### src/rtl/shifter_arbiter.sv
// Round-robin share of one 48-bit barrel shifter between two requesters.
// Optional sticky output enabled by defining SHIFTER_ARB_STICKY_EN.
module shifter_arbiter #(
    parameter int WIDTH     = 48,
    parameter int AMT_W     = 6,
    parameter int INIT_PRIO = 0
) (
    input  logic             i_clk,
    input  logic             i_rst,
    input  logic             i_req0_valid,
    input  logic [WIDTH-1:0] i_req0_data,
    input  logic [AMT_W-1:0] i_req0_amt,
    input  logic             i_req0_left,
    output logic             o_req0_ready,
    input  logic             i_req1_valid,
    input  logic [WIDTH-1:0] i_req1_data,
    input  logic [AMT_W-1:0] i_req1_amt,
    input  logic             i_req1_left,
    output logic             o_req1_ready,
    output logic             o_rsp_valid,
    output logic [WIDTH-1:0] o_rsp_data,
    output logic             o_rsp_id,
    output logic             o_rsp_sticky,
    input  logic             i_rsp_ready
);

    typedef enum logic [1:0] {
        IDLE,
        SHIFT,
        RESP
    } state_t;

    localparam logic [AMT_W-1:0] MAX_AMT = AMT_W'(WIDTH);

    state_t           state;
    state_t           state_nxt;
    logic             ptr;
    logic             g0;
    logic             g1;
    logic [WIDTH-1:0] op_data;
    logic [AMT_W-1:0] op_amt;
    logic             op_left;
    logic             op_id;
    logic [WIDTH-1:0] sh_data;

    // Ready is gated by reset so every output reads 0 while reset is held.
    always_comb begin
        state_nxt = state;
        g0        = 1'b0;
        g1        = 1'b0;
        case (state)
            IDLE: begin
                if (!i_rst) begin
                    if (i_req0_valid && (!i_req1_valid || !ptr)) begin
                        g0 = 1'b1;
                    end else if (i_req1_valid) begin
                        g1 = 1'b1;
                    end
                end
                if (g0 || g1) begin
                    state_nxt = SHIFT;
                end
            end
            SHIFT: state_nxt = RESP;
            RESP: begin
                if (i_rsp_ready) begin
                    state_nxt = IDLE;
                end
            end
            default: state_nxt = IDLE;
        endcase
    end

    assign o_req0_ready = g0;
    assign o_req1_ready = g1;

    always_ff @(posedge i_clk or posedge i_rst) begin
        if (i_rst) begin
            state <= IDLE;
        end else begin
            state <= state_nxt;
        end
    end

    always_comb begin
        sh_data = '0;
        if (op_amt < MAX_AMT) begin
            sh_data = op_left ? (op_data << op_amt) : (op_data >> op_amt);
        end
    end

    always_ff @(posedge i_clk or posedge i_rst) begin
        if (i_rst) begin
            ptr         <= 1'(INIT_PRIO);
            op_data     <= '0;
            op_amt      <= '0;
            op_left     <= 1'b0;
            op_id       <= 1'b0;
            o_rsp_valid <= 1'b0;
            o_rsp_data  <= '0;
            o_rsp_id    <= 1'b0;
        end else begin
            if (g0 || g1) begin
                op_data <= g0 ? i_req0_data : i_req1_data;
                op_amt  <= g0 ? i_req0_amt : i_req1_amt;
                op_left <= g0 ? i_req0_left : i_req1_left;
                op_id   <= g1;
                // Pointer always moves to the requester that lost or was absent.
                ptr     <= g0;
            end
            if (state == SHIFT) begin
                o_rsp_valid <= 1'b1;
                o_rsp_data  <= sh_data;
                o_rsp_id    <= op_id;
            end else if (state == RESP && i_rsp_ready) begin
                o_rsp_valid <= 1'b0;
            end
        end
    end

`ifdef SHIFTER_ARB_STICKY_EN
    logic [WIDTH-1:0] lost_mask;
    logic             sh_sticky;

    // Amounts of WIDTH or more shift the all-ones mask fully out.
    always_comb begin
        lost_mask = ~({WIDTH{1'b1}} << op_amt);
        sh_sticky = !op_left && (|(op_data & lost_mask));
    end

    always_ff @(posedge i_clk or posedge i_rst) begin
        if (i_rst) begin
            o_rsp_sticky <= 1'b0;
        end else if (state == SHIFT) begin
            o_rsp_sticky <= sh_sticky;
        end
    end
`else
    assign o_rsp_sticky = 1'b0;
`endif

endmodule

### config.mk
export PLATFORM = sky130hd
export DESIGN_NAME = shifter_arbiter
export DESIGN_NICKNAME = d
export VERILOG_FILES = /design/src/rtl/shifter_arbiter.sv
export SDC_FILE = /design/constraint.sdc
export NUM_CORES = 1
export LEC_CHECK = 0
export ABC_AREA = 1
export BUFFER_PORTS_ARGS = -buffer_cell sky130_fd_sc_hd__buf_4
export CAP_MARGIN = 5
export CORE_ASPECT_RATIO = 1.75
export CORE_MARGIN = 1.5
export CORE_UTILIZATION = 53
export CTS_BUF_LIST = sky130_fd_sc_hd__clkbuf_16
export CTS_CLUSTER_DIAMETER = 60
export CTS_CLUSTER_SIZE = 12
export DETAILED_ROUTE_END_ITERATION = 10
export GPL_TIMING_DRIVEN = 1
export PLACE_DENSITY = 0.76
export SLEW_MARGIN = 20
export SYNTH_ARGS = -nofsm -noshare
export SYNTH_HDL_FRONTEND = slang
export SYNTH_SLANG_ARGS = --single-unit
### constraint.sdc
create_clock -name i_clk -period 5.4 [get_ports i_clk]
set_input_delay 0.81 -clock i_clk [delete_from_list [all_inputs] [get_ports i_clk]]
set_output_delay 0.81 -clock i_clk [all_outputs]
set_load 0.005 [all_outputs]
==> results of run 1 <==
-- where the power goes --
| group | leakage, nW | internal [mW] | switching, mW | total, mW |
|---|---|---|---|---|
| logic | 3.78 | 1.87 | 4.16 | 6.03 |
| clock network | 0.140 | 0.357 | 0.319 | 0.676 |
| registers | 1.31 | 1.18 | 0.530 | 1.71 |
-- cell families after synthesis --
group	count (synthesis)	synth area share
other	1	0.000395
AO/OA/AOI/OAI	128	0.0799
buffers and inverters	149	0.0694
AND/OR/NAND/NOR	1180	0.563
flip-flops	109	0.287
-- path summary, 6_finish.rpt --
path | from | end | slack (ps) | depth (start not counted)
setup / recovery | op_amt[5] | o_rsp_data[3] | 2130 | 7
min in group asynchronous | i_rst | o_rsp_data[2] | 540 | 2
setup reg to reg | op_amt[5] | o_rsp_data[3] | 2130 | 7
hold / removal | o_rsp_data[47] | o_rsp_data[47] | 480 | 2
max in group asynchronous | i_rst | op_amt[2] | 3650 | 3
hold reg to reg | o_rsp_data[47] | o_rsp_data[47] | 480 | 2
-- metal layers --
layer  part of all wire  GRT usage
met5                  0          0
met4              0.081      0.304
met3              0.096     0.0665
met2               0.47      0.659
met1               0.35      0.499
-- critical path: cells and delay by family (launching register included) --
kind | cells | cell delay, ps
buffers and inverters | 1 | 680
flip-flops | 1 | 890
AND/OR/NAND/NOR | 5 | 1470
AO/OA/AOI/OAI | 1 | 150
-- cells in the final DEF, fill, tap and decap left out, types with 2 or more instances in the layout --
| cell type | count |
|---|---|
| sky130_fd_sc_hd__nand3_1 | 670 |
| sky130_fd_sc_hd__inv_1 | 12 |
| sky130_fd_sc_hd__dfrtp_2 | 2 |
| sky130_fd_sc_hd__o211ai_1 | 14 |
| sky130_fd_sc_hd__buf_4 | 184 |
| sky130_fd_sc_hd__o22ai_1 | 55 |
| sky130_fd_sc_hd__a21oi_1 | 32 |
| sky130_fd_sc_hd__nor2_2 | 2 |
| sky130_fd_sc_hd__o21ai_1 | 6 |
| sky130_fd_sc_hd__dfrtp_4 | 2 |
| sky130_fd_sc_hd__clkinv_2 | 3 |
| sky130_fd_sc_hd__nand2_2 | 8 |
| sky130_fd_sc_hd__clkinv_1 | 2 |
| sky130_fd_sc_hd__nor2_1 | 120 |
| sky130_fd_sc_hd__nand4_1 | 22 |
| sky130_fd_sc_hd__dfrtp_1 | 105 |
| sky130_fd_sc_hd__inv_2 | 3 |
| sky130_fd_sc_hd__a21boi_1 | 3 |
| sky130_fd_sc_hd__clkinvlp_4 | 3 |
| sky130_fd_sc_hd__nor3_1 | 3 |
| sky130_fd_sc_hd__o21ai_0 | 15 |
| sky130_fd_sc_hd__a21boi_0 | 2 |
| sky130_fd_sc_hd__clkbuf_16 | 9 |
| sky130_fd_sc_hd__nand2_1 | 354 |
-- final cells by class --
type,instances,share of cell area
Clock buffer,9,0.0207
Clock inverter,7,0.00631
Inverter,19,0.00712
Multi-Input combinational cell,1309,0.562
Sequential cell,109,0.251
Tap cell,231,0.0265
Timing Repair Buffer,184,0.127
-- through the flow --
| step | power (mW) | worst slack [ps] | hold WS, ps | instance area [um^2] | instances |
|---|---|---|---|---|---|
| after global routing | 9.05 | 2030 | 504 | 10900 | 1868 |
| final | 8.42 | 2130 | 481 | 10900 | 1868 |
| after global placement | 7.39 | 2220 | 463 | 10600 | 1852 |
| after CTS | 8.15 | 2200 | 485 | 10900 | 1868 |
| after detailed placement | 7.46 | 2070 | 466 | 10600 | 1852 |
| after floorplan | 5.75 | 1720 | 442 | 9500 | 1567 |
-- registers in the layout, summed over array words and instances (netlist names) --
signal,cells
op_left,1
state,2
op_id,1
o_rsp_valid,1
op_amt,6
o_rsp_id,1
o_rsp_data,48
ptr,1
op_data,48
==> key figures, run 1 <==
Drt
  – Average wire per standard cell: 20.7 um
  – Vias per inst: 6.57
  – Residual DRC count: 0
  – Number of iterations in the first detailed-routing pass: 8
  – Post-DRT Antenna Nets: 0
  – 1st-iter DRT viols: 1,646
  – DR vias: 12,300
  – Total Wirelength: 38,700 um

Power and ir drop
  – Pwr per Cell Area: 772 nW/um^2
  – Maximum vdd drop: 0.738 mV
  – Static power due to leakage: 5.23 nW

Global route
  – Global-route total usage across every layer: 0.413
  – Wire length of the first global-routing pass: 61,000 um
  – Number of global-route vias before repair: 11,400
  – Initial antenna violation count: 0
  – Overflow left after global routing: 0
  – Pin count of the biggest net entering global routing: 95

Clock tree
  – Number of clock sinks: 109
  – TritonCTS clock tree: done
  – CTS H-tree depth: 3
  – Count of hold buffers inserted by post-cts repair: 0
  – Max clock buf depth: 2
  – Post-cts sizing count: 0
  – Clock tree root driver cell: sky130_fd_sc_hd__clkbuf_16
  – Post-CTS Repair Setup Buffers: 0
  – Clock input transition at the sequential cells of the worst setup and hold paths: 80 ps
  – Clock Latency Late Sink: 370 ps
  – Number of buffers inserted during clock tree synthesis: 9

Logic synthesis
  – Proportion of synthesized chip area in sequential cells: 0.287
  – Most numerous cell types in the synthesized netlist: 670 x sky130_fd_sc_hd__nand3_1, 356 x sky130_fd_sc_hd__nand2_1, 120 x sky130_fd_sc_hd__nor2_1, 109 x sky130_fd_sc_hd__dfrtp_1, 56 x sky130_fd_sc_hd__clkbuf_1
  – Post-synthesis cell type with the largest combined area: sky130_fd_sc_hd__nand3_1
  – Gate Count Post-Synth: 1,567
  – Post-synth top flop: sky130_fd_sc_hd__dfrtp_1
  – Number of synthesized register bits: 109
  – Post-synth ARST share: 1.00
  – Number of distinct library cells after synthesis: 27
  – Area of the mapped netlist: 9500 um^2
  – Post-Syn Nets: 1,682
  – EDFF count, synth: 0
  – Top-area cell type share of the netlist area: 0.353
  – Yosys warns: 0
  – Synthesized area per cell: 6.06 um^2
  – Dominant cells by area after synthesis: sky130_fd_sc_hd__nand3_1 35%, sky130_fd_sc_hd__dfrtp_1 29%, sky130_fd_sc_hd__nand2_1 14%
  – Library cell with the highest instance count after synthesis: sky130_fd_sc_hd__nand3_1

Setup path
  – Crit path capture type: flip-flop
  – Most frequent cell on the critical path: sky130_fd_sc_hd__nand2_1
  – Worst Path Required: 5710 ps
  – Arrival time at the worst endpoint: 3580 ps
  – Classification of the worst setup path: flip-flop to flip-flop
  – Cell-by-cell trace of the critical path: inv_1, nor2_1, nand4_1, o21a_1, nand2_1, nand2_1, nand2_1
  – Largest stage delay on the critical path: 1060 ps
  – Slowest stage cell on the critical path: sky130_fd_sc_hd__nor2_1
  – Startpoint type of the worst setup path: flip-flop
  – Biggest fanout along the worst timing path: 22

Place
  – Sum of net half-perimeters after detailed placement: 28,200 um
  – Count of input and output buffers: 166
  – Final Wtd Congestion: 1.02

Floorplanning
  – Initial core utilization: 0.542
  – DIE AREA: 18,800 um^2
  – DIE HEIGHT: 180 um
  – Ports: 168
  – Area of the core: 17,500 um^2
  – Die Wd: 104 um
  – Row cnt: 64

Timing
  – Fmax achieved: 0.306 GHz
  – Fin Setup TNS: 0 ps
  – Share of the clock period used by the worst path after layout: 0.605
  – Total count of max-transition violations in the final report: 0
  – Setup skew after layout: 6.87 ps
  – Clock period minus final worst setup slack: 3270 ps
  – Slew at the pin closest to its max-slew limit: 1150 ps
  – Count of endpoints failing hold in the final timing report: 0
  – RSZ-0062 raised after global routing: no
  – Total of endpoints with negative setup slack in the final report: 0
  – Worst-case headroom to the max-slew limit: 0.233

Flow run
  – Maxcap violations: 0

Final layout
  – Share of cells above drive strength 1: 0.134
  – Reg area: 2740 um^2
  – Count of antenna diodes in the layout: 0
  – Combined area of the multi-input logic cells: 6120 um^2
  – Number of nets in the finished design: 1,747
  – Filler cell count: 1,733
  – Layout overhead on the synthesized area: 14.7%
  – Share of the core filled with cells in the final layout: 0.622

Worst hold path
  – Type of the tightest min-delay check: flip-flop to flip-flop

Run status
  – Outcome: finished clean
Note: power is estimated with default switching activity, not from simulation.
==> run 2, diff against run 1 <==
==> constraint.sdc (replaced) <==
create_clock -name i_clk -period 3.3 [get_ports i_clk]
set_input_delay 0.495 -clock i_clk [delete_from_list [all_inputs] [get_ports i_clk]]
set_output_delay 0.495 -clock i_clk [all_outputs]
set_load 0.005 [all_outputs]
==> key figures, run 2 (same netlist as run 1, synthesis figures left out) <==
Worst hold path
  – Type of the tightest min-delay check: primary input to asynchronous set/reset pin

Place
  – Count of input and output buffers: 166
  – Sum of net half-perimeters after detailed placement: 30,700 um
  – Final Wtd Congestion: 1.09

Timing
  – RSZ-0062 raised after global routing: no
  – Fin Setup TNS: 0 ps
  – Total count of max-transition violations in the final report: 0
  – Setup skew after layout: 16.7 ps
  – Clock period minus final worst setup slack: 2440 ps
  – Total of endpoints with negative setup slack in the final report: 0
  – Fmax achieved: 0.409 GHz
  – Count of endpoints failing hold in the final timing report: 0
  – Share of the clock period used by the worst path after layout: 0.740
  – Slew at the pin closest to its max-slew limit: 1020 ps
  – Worst hold-check slack: 274 ps
  – Worst-case headroom to the max-slew limit: 0.319

Power and ir drop
  – Total Power Consumption: 14.2 mW
  – Clock share of power: 0.073
  – NetSw: 8.50 mW
  – Switching share of power: 0.601
  – Portion of total power attributed to sequential cells: 0.192
  – Maximum vdd drop: 1.14 mV
  – Cell internal pwr: 5.65 mW
  – Static power due to leakage: 5.29 nW
  – Pwr per Cell Area: 1280 nW/um^2
  – Fraction of power consumed by combinational cells: 0.735

Final layout
  – Registers with the most flip-flops: o_rsp_data (48), op_data (48), op_amt (6)
  – Combined area of the multi-input logic cells: 6120 um^2
  – Most frequent standard cell in the layout excluding fill and tap cells: sky130_fd_sc_hd__nand3_1
  – Layout overhead on the synthesized area: 16.1%
  – Filler cell count: 1,710
  – Commonest cells after routing, fill and taps aside: 670 x sky130_fd_sc_hd__nand3_1, 354 x sky130_fd_sc_hd__nand2_1, 187 x sky130_fd_sc_hd__buf_4
  – Share of cells above drive strength 1: 0.140
  – Count of antenna diodes in the layout: 0
  – Reg area: 2730 um^2
  – Number of nets in the finished design: 1,757

Setup path
  – Classification of the worst setup path: flip-flop to flip-flop
  – Startpoint type of the worst setup path: flip-flop
  – R2R Path End: o_rsp_data[13]
  – Worst Path Required: 3610 ps
  – Crit path capture type: flip-flop
  – Reg2reg path depth: 7
  – Slack of the worst reg-to-reg path: 860 ps
  – Biggest fanout along the worst timing path: 88
  – Arrival time at the worst endpoint: 2760 ps
  – Crit Reg-Reg Startpoint: op_amt[2]

Clock tree
  – Max clock buf depth: 2
  – Clock tree root driver cell: sky130_fd_sc_hd__clkbuf_16
  – Post-cts sizing count: 0
  – Post-CTS Repair Setup Buffers: 0
  – Clock input transition at the sequential cells of the worst setup and hold paths: 80 ps
  – Number of clock sinks: 109
  – Count of hold buffers inserted by post-cts repair: 0
  – TritonCTS clock tree: done
  – Clock Latency Late Sink: 380 ps
  – CTS H-tree depth: 3
  – Number of buffers inserted during clock tree synthesis: 9

Flow run
  – Maxcap violations: 0

Drt
  – 1st-iter DRT viols: 1,974
  – Average wire per standard cell: 22.2 um
  – Post-DRT Antenna Nets: 0
  – Number of iterations in the first detailed-routing pass: 7
  – Total Wirelength: 41,700 um
  – Residual DRC count: 0
  – DR vias: 12,500
  – Vias per inst: 6.64

Floorplanning
  – Row cnt: 64
  – DIE HEIGHT: 180 um
  – Initial core utilization: 0.542
  – Area of the core: 17,500 um^2
  – Die Wd: 104 um
  – DIE AREA: 18,800 um^2
  – Ports: 168

Global route
  – Overflow left after global routing: 0
  – Initial antenna violation count: 0
  – Number of global-route vias before repair: 11,400
  – Wire length of the first global-routing pass: 64,600 um
  – Pin count of the biggest net entering global routing: 110
  – Global-route total usage across every layer: 0.445

Run status
  – Outcome: finished clean
run 2: cell count changes in the layout (fill, tap and decap cells not counted), sizes merged:
cell | previous run | this run
buf | 184 | 194
bufinv | 1 | 0
clkinv | 6 | 5
inv | 16 | 18
run 2: layout make-up:
type | instances | share of cell area
inverter | 19 | 0.00681
sequential | 109 | 0.248
tap | 231 | 0.0262
clock inverter | 7 | 0.00374
multi-input combinational | 1309 | 0.555
timing repair buffer | 194 | 0.140
clock buffer | 9 | 0.0204
run 2: worst max-delay path, cell delays in order (launching register included):
cell	delay [ps]
sky130_fd_sc_hd__dfrtp_2	370
sky130_fd_sc_hd__buf_4	720
sky130_fd_sc_hd__nand3_1	330
sky130_fd_sc_hd__nand3_1	190
sky130_fd_sc_hd__nand3_1	90
sky130_fd_sc_hd__a21boi_1	400
sky130_fd_sc_hd__o21ai_1	120
sky130_fd_sc_hd__nand2_1	70
run 2: per-layer routing:
layer	global-route usage	up-vias	wire, um
met5	0	-	0
met4	0.312	0	3680
met3	0.0832	226	4100
met2	0.714	885	19400
met1	0.535	5691	14500
li1	-	5666	-
run 2: worst max-delay path by stage:
stage / start / end / slack (ps) / depth (start not counted)
finish: op_amt[2] / o_rsp_data[13] / 860 / 7
floorplan: i_rst / o_rsp_data[0] / 1490 / 1
global placement: op_amt[5] / o_rsp_data[12] / 980 / 5
detailed placement: op_amt[1] / o_rsp_data[4] / 1000 / 9
CTS: op_amt[5] / o_rsp_data[4] / 980 / 5
global route: op_amt[1] / o_rsp_data[4] / 760 / 9
run 2: power groups by stage:
stage                     clock, mW  combinational [mW]  sequential [mW]
after floorplan                   0                7.11             2.31
after global placement            0                9.97             2.66
after detailed placement          0                9.97             2.67
after CTS                      1.04                10.0             2.65
after global routing           1.09                11.3             2.73
final                          1.04                10.4             2.72
run 2: stage by stage:
step                      cells   util  setup slack [ps]  instance area (um^2)
after detailed placement   1862  0.614              1000                 10800
after floorplan            1567      -              1490                  9510
final                      1878  0.629               857                 11000
after CTS                  1878  0.629               985                 11000
after global placement     1862  0.614               981                 10800
after global routing       1878  0.629               758                 11000
==> run 3, diff against run 2 <==
==> constraint.sdc (replaced) <==
create_clock -name i_clk -period 2.4 [get_ports i_clk]
set_input_delay 0.36 -clock i_clk [delete_from_list [all_inputs] [get_ports i_clk]]
set_output_delay 0.36 -clock i_clk [all_outputs]
set_load 0.005 [all_outputs]
==> key figures, run 3 (same netlist as run 1, synthesis figures left out) <==
Run status
  – Outcome: finished clean

Power and ir drop
  – Static power due to leakage: 5.42 nW
  – Pwr per Cell Area: 1770 nW/um^2
  – Total Power Consumption: 20.0 mW
  – Maximum vdd drop: 1.23 mV

Drt
  – Vias per inst: 6.58
  – Post-DRT Antenna Nets: 0
  – Average wire per standard cell: 22.0 um
  – Total Wirelength: 41,600 um
  – Number of iterations in the first detailed-routing pass: 7
  – DR vias: 12,500
  – 1st-iter DRT viols: 1,832
  – Residual DRC count: 0

Global route
  – Met1 layer usage reported by global route: 0.531
  – Met2 routing resource usage after global routing: 0.711
  – Global-route total usage across every layer: 0.445
  – Overflow left after global routing: 0
  – Most used routing layer in global routing: met2
  – Wire length of the first global-routing pass: 64,900 um
  – Number of global-route vias before repair: 11,700
  – Pin count of the biggest net entering global routing: 110
  – Initial antenna violation count: 0
  – Grt met3 use: 0.0658

Final layout
  – Share of cells above drive strength 1: 0.149
  – Layout overhead on the synthesized area: 18.5%
  – Most frequent standard cell in the layout excluding fill and tap cells: sky130_fd_sc_hd__nand3_1
  – Count of antenna diodes in the layout: 0
  – Registers with the most flip-flops: o_rsp_data (48), op_data (48), op_amt (6)
  – Post-layout instance count excluding filler cells: 1,896
  – Number of nets in the finished design: 1,775
  – Commonest cells after routing, fill and taps aside: 670 x sky130_fd_sc_hd__nand3_1, 354 x sky130_fd_sc_hd__nand2_1, 198 x sky130_fd_sc_hd__buf_4

Setup path
  – Reg2reg path depth: 13
  – R2R Path End: o_rsp_data[37]
  – Crit Reg-Reg Startpoint: op_amt[0]
  – Classification of the worst setup path: flip-flop to flip-flop
  – Worst Path Required: 2720 ps
  – Arrival time at the worst endpoint: 2510 ps
  – Cell-by-cell trace of the critical path: inv_2, buf_12, buf_4, nand2_1, nand3_1, nand3_1, nand3_1, nand3_1, nand3_1, nand2_1, nand2_1, nand2_1, nand2_1
  – Biggest fanout along the worst timing path: 46
  – Crit path capture type: flip-flop
  – Slowest stage cell on the critical path: sky130_fd_sc_hd__dfrtp_1
  – Largest stage delay on the critical path: 420 ps
  – Startpoint type of the worst setup path: flip-flop
  – Slack of the worst reg-to-reg path: 200 ps

Timing
  – Worst setup margin: 203 ps
  – RSZ-0062 raised after global routing: no
  – Setup skew after layout: 9.77 ps
  – Fmax achieved: 0.455 GHz
  – Worst hold-check slack: 145 ps
  – Total count of max-transition violations in the final report: 0
  – Worst-case headroom to the max-slew limit: 0.548
  – Slew at the pin closest to its max-slew limit: 675 ps
  – Fin Setup TNS: 0 ps
  – Total of endpoints with negative setup slack in the final report: 0
  – Share of the clock period used by the worst path after layout: 0.915
  – Clock period minus final worst setup slack: 2200 ps
  – Count of endpoints failing hold in the final timing report: 0

Clock tree
  – TritonCTS clock tree: done
  – Count of hold buffers inserted by post-cts repair: 0
  – Clock tree root driver cell: sky130_fd_sc_hd__clkbuf_16
  – Clock Latency Late Sink: 370 ps
  – Number of clock sinks: 109
  – CTS H-tree depth: 3
  – Clock input transition at the sequential cells of the worst setup and hold paths: 80 ps
  – Post-CTS Repair Setup Buffers: 0
  – Max clock buf depth: 2
  – Post-cts sizing count: 0
  – Number of buffers inserted during clock tree synthesis: 9

Floorplanning
  – Ports: 168
  – Area of the core: 17,500 um^2
  – DIE HEIGHT: 180 um
  – Row cnt: 64
  – Die Wd: 104 um
  – Initial core utilization: 0.542
  – DIE AREA: 18,800 um^2

Place
  – Sum of net half-perimeters after detailed placement: 31,100 um
  – Placement Setup Slack: 339 ps
  – Final Wtd Congestion: 1.12
  – Total instance count after detailed placement: 1,880
  – Count of input and output buffers: 166

Worst hold path
  – Type of the tightest min-delay check: primary input to asynchronous set/reset pin

Flow run
  – Maxcap violations: 0
-- run 3: worst max-delay path, delay by kind of cell (launching register included) --
kind | cells | cell delay, ps
and+or+nand+nor | 10 | 1220
buffers and inverters | 3 | 470
DFF | 1 | 420
-- run 3: worst max path at each step --
stage,from,end,slack [ps]
5_1_grt,op_amt[0],o_rsp_data[47],30
3_3_place_gp,op_amt[0],o_rsp_data[37],350
3_5_place_dp,op_amt[0],o_rsp_data[37],340
6_report,op_amt[0],o_rsp_data[37],200
2_1_floorplan,i_rst,o_rsp_data[0],720
4_1_cts,op_amt[0],o_rsp_data[37],330
-- run 3: power by group --
group / internal [mW] / switching (mW)
Sequential: 2.66 / 1.00
Clock: 0.708 / 0.725
Combinational: 4.73 / 10.1
Total: 8.11 / 11.9
-- run 3: area by class of cell --
class	count	area, um^2
fillers	1688	6280
repair buffers	212	1770
multi-input cells	1309	6120
well taps	231	289
inverters	19	75.1
clock buffers	9	225
clock inverters	7	51.3
flip-flops and latches	109	2730
-- run 3: per-stage QoR --
stage          area, um^2  utilization
3_3_place_gp        11000        0.626
3_5_place_dp        11000        0.626
6_report            11300        0.642
5_1_grt             11300        0.642
4_1_cts             11300        0.642
2_1_floorplan        9510            -
-- run 3: per-layer routing --
layer	part of all wire	vias to the layer above
met5	0	-
met4	0.097	0
met3	0.087	222
met2	0.46	863
met1	0.35	5692
li1	-	5703
